--- src/rtl/pbkdf2_key_sched.sv ---
// PBKDF2 key schedule controller.
// Sequences the blocks T_1..T_n of a PBKDF2 derived key: launches the
// downstream chunk engine once per block with {salt, big-endian index},
// captures each 256-bit result and streams it out MSB word first.
// The last block is truncated so that exactly dklen 32-bit words leave.
//
// Handshakes: a transfer happens on a rising edge where valid and ready
// are both 1. A producer holds valid and its payload stable until that
// edge; ready may depend combinationally on valid. Here the chunk result
// uses chunk_valid_i/chunk_ready_o and the key stream uses
// key_valid_o/key_ready_i.
module pbkdf2_key_sched #(
  parameter int MAX_BLOCKS = 4
) (
  input  logic         clk_i,
  input  logic         rst_ni,
  input  logic         start_i,
  input  logic [255:0] pass_i,
  input  logic [223:0] salt_i,
  input  logic [31:0]  iters_i,
  input  logic [7:0]   dklen_i,
  output logic         chunk_start_o,
  output logic [255:0] chunk_pass_o,
  output logic [255:0] chunk_salt_o,
  output logic [31:0]  chunk_iters_o,
  input  logic         chunk_valid_i,
  input  logic [255:0] chunk_hash_i,
  output logic         chunk_ready_o,
  output logic         key_valid_o,
  output logic [31:0]  key_word_o,
  output logic         key_last_o,
  input  logic         key_ready_i,
  output logic         busy_o,
  output logic         done_o,
  output logic         err_o,
  output logic [2:0]   state_o
);

  typedef enum logic [2:0] {
    S_IDLE  = 3'd0,
    S_ISSUE = 3'd1,
    S_WAIT  = 3'd2,
    S_DRAIN = 3'd3,
    S_DONE  = 3'd4
  } state_e;

  localparam logic [31:0] MAX_WORDS = 32'(8 * MAX_BLOCKS);

  state_e        state_q, state_d;
  logic [255:0]  pass_q;
  logic [223:0]  salt_q;
  logic [31:0]   iters_q;
  logic [7:0]    dklen_q;
  logic [31:0]   blk_idx_q;
  logic [7:0]    word_cnt_q;
  logic [255:0]  hold_q;
  logic          err_q;

  logic start_bad;
  logic start_ok;
  logic start_rej;
  logic word_acc;
  logic last_word;
  logic blk_end;

  // A zero-length key, a key longer than MAX_BLOCKS blocks, or zero
  // iterations cannot be derived; such starts are refused outright.
  assign start_bad = (dklen_i == 8'd0) || ({24'd0, dklen_i} > MAX_WORDS) ||
                     (iters_i == 32'd0);
  assign start_ok  = (state_q == S_IDLE) && start_i && !start_bad;
  assign start_rej = (state_q == S_IDLE) && start_i && start_bad;

  assign word_acc  = key_valid_o && key_ready_i;
  assign last_word = (word_cnt_q == dklen_q - 8'd1);
  assign blk_end   = (word_cnt_q[2:0] == 3'd7);

  // State register; reset abandons any derivation in flight.
  always_ff @(posedge clk_i or negedge rst_ni) begin
    if (!rst_ni) begin
      state_q <= S_IDLE;
    end else begin
      state_q <= state_d;
    end
  end

  // Next-state logic.
  always_comb begin
    state_d = state_q;
    case (state_q)
      S_IDLE:  if (start_ok) state_d = S_ISSUE;
      S_ISSUE: state_d = S_WAIT;
      S_WAIT:  if (chunk_valid_i) state_d = S_DRAIN;
      S_DRAIN: begin
        if (word_acc) begin
          if (last_word)    state_d = S_DONE;
          else if (blk_end) state_d = S_ISSUE;
        end
      end
      S_DONE:  state_d = S_IDLE;
      default: state_d = S_IDLE;
    endcase
  end

  // Latched request, block index, word counter, result hold and error flag.
  always_ff @(posedge clk_i or negedge rst_ni) begin
    if (!rst_ni) begin
      pass_q     <= '0;
      salt_q     <= '0;
      iters_q    <= '0;
      dklen_q    <= '0;
      blk_idx_q  <= '0;
      word_cnt_q <= '0;
      hold_q     <= '0;
      err_q      <= 1'b0;
    end else begin
      err_q <= start_rej;
      if (start_ok) begin
        pass_q     <= pass_i;
        salt_q     <= salt_i;
        iters_q    <= iters_i;
        dklen_q    <= dklen_i;
        blk_idx_q  <= 32'd1;
        word_cnt_q <= 8'd0;
      end
      if ((state_q == S_WAIT) && chunk_valid_i) begin
        hold_q <= chunk_hash_i;
      end
      if ((state_q == S_DRAIN) && word_acc) begin
        word_cnt_q <= word_cnt_q + 8'd1;
        if (!last_word && blk_end) begin
          blk_idx_q <= blk_idx_q + 32'd1;
        end
      end
    end
  end

  // Word k of a block (k = 0 first) sits at hold[255-32k -: 32], i.e. at
  // base 32*(7-k), and 7-k is the bitwise inverse of k in three bits.
  always_comb begin
    key_word_o = '0;
    if (state_q == S_DRAIN) begin
      key_word_o = hold_q[{~word_cnt_q[2:0], 5'd0} +: 32];
    end
  end

  assign chunk_start_o = (state_q == S_ISSUE);
  assign chunk_pass_o  = pass_q;
  assign chunk_salt_o  = {salt_q, blk_idx_q};
  assign chunk_iters_o = iters_q;
  assign chunk_ready_o = (state_q == S_WAIT) && chunk_valid_i;
  assign key_valid_o   = (state_q == S_DRAIN);
  assign key_last_o    = (state_q == S_DRAIN) && last_word;
  assign busy_o        = (state_q != S_IDLE);
  assign done_o        = (state_q == S_DONE);
  assign err_o         = err_q;
  assign state_o       = state_q;

endmodule

--- config.mk ---
export PLATFORM = sky130hd
export DESIGN_NAME = pbkdf2_key_sched
export DESIGN_NICKNAME = d
export VERILOG_FILES = /design/src/rtl/pbkdf2_key_sched.sv
export SDC_FILE = /design/constraint.sdc
export NUM_CORES = 2
export LEC_CHECK = 0
export CAP_MARGIN = 20
export CELL_PAD_IN_SITES_DETAIL_PLACEMENT = 2
export CELL_PAD_IN_SITES_GLOBAL_PLACEMENT = 2
export CORE_AREA = 2 2 527 529
export CTS_CLUSTER_SIZE = 28
export DETAILED_ROUTE_END_ITERATION = 16
export DIE_AREA = 0 0 529 531
export PLACE_DENSITY = 0.53
export SLEW_MARGIN = 10
export SYNTH_ARGS = -nofsm -noshare
export SYNTH_HDL_FRONTEND = slang
export SYNTH_SLANG_ARGS = --single-unit
--- constraint.sdc ---
create_clock -name clk_i -period 6.5 [get_ports clk_i]
set_input_delay 1.3 -clock clk_i [delete_from_list [all_inputs] [get_ports clk_i]]
set_output_delay 1.3 -clock clk_i [all_outputs]
set_load 0.02 [all_outputs]
==> out/metrics.cfg <==
[outcome]
status = complete, no violations

[setup_path]
cp-end-kind = output pin
worstSetupPathType = reg2out
critPathRequiredTime_ps = 5200
start_kind = flip-flop
crit_fanout = 41
crit_arrival_ps = 3840

[yosys]
avgSynthCellArea_um2 = 10.50
postSynthCellCount = 3194
syn-cell-area_mm2 = 0.03354
ys_seq_area_frac = 0.6117
synth-edff-count = 0
yosysUniqueCellTypes = 51
synth-seq-cells = 820
yosys_most_used_dff = dfrtp_1
synth.yosys.warnings = 0
synth_nets = 3979
synth_async_sr_flop_share = 1.000

[job]
cap_violations = 0

[finish]
final_util = 0.2007
multi_input_area_mm2 = 0.01215
seq_area_mm2 = 0.02053
syn_to_final_growth_pct = 64.71
final_cell_area_mm2 = 0.05525
layout-drive-gt1-share = 0.1221
final_nets = 5343
final.fill_count = 31045

[global_route]
overflow = 0
grt_pass1_wl_um = 270500
grt_pass1_vias = 32789
track_usage = 0.1358
grt_max_degree = 147
antenna_found_initial = 99

[clock_network]
htreeDepth = 3
clk_latency_ps = 820
cts.sinks = 820
postCtsSetupBuffers = 0
cts_tree = yes
max-clock-path-buffers = 4
numCtsBuffers = 115
root_buffer = clkbuf_16
hold_buffers = 0
path_clk_slew_ps = 60
cts_resized = 0

[detailed_routing]
vias = 29463
detail-route-antenna-nets = 0
wl_um = 197100
via_per_inst = 3.563
dr.pass1.iters = 5
drc = 0
wl_per_cell_um = 23.84
drt_iter0_drc = 1244

[timing]
fmax_mhz = 194.6
relSlewSlack = 0.3083
setup_tns_ps = 0
min_period_ps = 5140
slew_viol_final = 0
final.period_utilization = 0.7908
finalClockSkew_ps = 31.23
tightest_slew_ps = 1037
rsz0062_at_grt = false
finalHoldViolCount = 0
finalSetupViolations = 0

[floorplan]
die_w_um = 529
dieHeight_um = 531
ioPinCount = 1367
initial_core_util = 0.1218
core-area_mm2 = 0.2753
fp-row-count = 193
die_area_mm2 = 0.2809

[pwr]
vdd_drop_max_mv = 0.2203
p_per_area_mw_per_mm2 = 331.0
power.leakage_uw = 0.02443

[placement]
placed_area_mm2 = 0.05158
gp_congestion = 0.8327
dp_hpwl_um = 156200
portBuffers = 1366

[hold_path]
min_path_type = reg2reg

final cells by class:
class	instances	share of cell area
flip-flops and latches	820	0.3716
repair buffers	1433	0.2596
multi-input cells	2177	0.2199
well taps	3607	0.08168
clock buffers	167	0.06110
clock inverters	26	0.004144
diodes	27	0.001223
inverters	11	0.0007473
cell usage in the layout (no fill, tap or decap), types with 4 or more instances in the layout:
cell type | synthesis | final
inv_1 | 11 | 11
and2_1 | 7 | 7
mux2i_1 | 41 | 41
clkdlybuf4s50_1 | 0 | 1365
nand4_1 | 16 | 16
o41ai_1 | 6 | 6
ha_1 | 4 | 4
buf_12 | 0 | 13
xor2_1 | 5 | 5
nor3_1 | 7 | 5
nor2_1 | 45 | 45
o21ai_0 | 10 | 10
o31ai_1 | 12 | 12
nor4_1 | 14 | 14
o311ai_0 | 5 | 5
a21oi_1 | 20 | 20
or3_1 | 11 | 11
xnor2_1 | 5 | 5
nand2b_1 | 4 | 4
mux2_2 | 256 | 256
buf_4 | 3 | 54
clkbuf_16 | 0 | 117
or4_1 | 12 | 12
diode_2 | 0 | 27
dfrtp_1 | 820 | 817
clkbuf_8 | 0 | 26
clkbuf_1 | 55 | 24
clkinv_2 | 0 | 16
nand3_1 | 17 | 17
nand2_1 | 1577 | 1577
and3_1 | 4 | 4
mux4_2 | 64 | 64
o21ai_1 | 6 | 6
synth_stat cells, types with 10 or more instances:
| library cell | n | area share |
|---|---|---|
| a21oi_1 | 20 | 0.0030 |
| buf_1 | 14 | 0.0016 |
| buf_2 | 113 | 0.017 |
| clkbuf_1 | 55 | 0.0062 |
| dfrtp_1 | 820 | 0.61 |
| inv_1 | 11 | 0.0012 |
| mux2_2 | 256 | 0.086 |
| mux2i_1 | 41 | 0.012 |
| mux4_2 | 64 | 0.043 |
| nand2_1 | 1577 | 0.18 |
| nand3_1 | 17 | 0.0025 |
| nand4_1 | 16 | 0.0030 |
| nor2_1 | 45 | 0.0050 |
| nor4_1 | 14 | 0.0026 |
| o21ai_0 | 10 | 0.0015 |
| o31ai_1 | 12 | 0.0027 |
| or3_1 | 11 | 0.0021 |
| or4_1 | 12 | 0.0027 |
cell families (layout without fill, tap and decap cells):
logic type	Yosys count	count (layout)	synth area share
muxes	361	361	0.1411
AOI/OAI and AO/OA	78	78	0.01555
adders and majority gates	4	4	0.001492
other	0	27	0
buffers and inverters	197	1637	0.02682
DFF	820	820	0.6117
xor gates and xnor gates	10	10	0.002611
and+or+nand+nor	1724	1724	0.2006
flip-flops by register name, indices dropped and copies added, names as in the netlist:
register / count
salt_q: 224
chunk_pass_o: 256
hold_q: 256
dklen_q: 8
err_o: 1
word_cnt_q: 8
blk_idx_q: 32
chunk_iters_o: 32
state_o: 3
layer usage:
layer  GRT usage  vias up  part of all wire
met5           0        -            0.0029
met4     0.02828       88             0.017
met3     0.06021      261              0.10
met2      0.2207     1089              0.46
met1      0.1647    14891              0.41
li1            -    13134                 -
power by group:
part / total [µW] / internal [µW] / switching [µW]
sequential: 6940 / 6130 / 813
clock: 6210 / 3670 / 2540
combinational: 5140 / 2750 / 2390
total: 18300 / 12600 / 5740
per-stage QoR:
step	power, µW	setup slack, ps	instances	hold WS, ps
global placement	12200	1864	8048	457.4
floorplan	9456	2731	3194	473.6
detailed placement	12340	1790	8048	462.2
finish	18290	1360	8268	470.7
CTS	18780	1098	8241	476.2
global route	19310	1179	8245	492.9
final timing paths:
check | startpoint | endpoint | slack [ps] | cells past startpoint
max | word_cnt_q[0] | key_word_o[5] | 1360 | 5
max reg2reg | word_cnt_q[1] | blk_idx_q[20] | 2470 | 9
max in group asynchronous | rst_ni | chunk_pass_o[61] | 4490 | 2
min | chunk_pass_o[184] | chunk_pass_o[184] | 470 | 2
min reg2reg | chunk_pass_o[184] | chunk_pass_o[184] | 470 | 2
min in group asynchronous | rst_ni | salt_q[91] | 550 | 1
critical path, cell delays in order (launching register included):
cell	delay, ps
dfrtp_4	740
buf_12	370
mux4_2	600
mux2i_1	450
nor2_1	160
clkdlybuf4s50_1	590
Note: power is estimated with default switching activity, not from simulation.
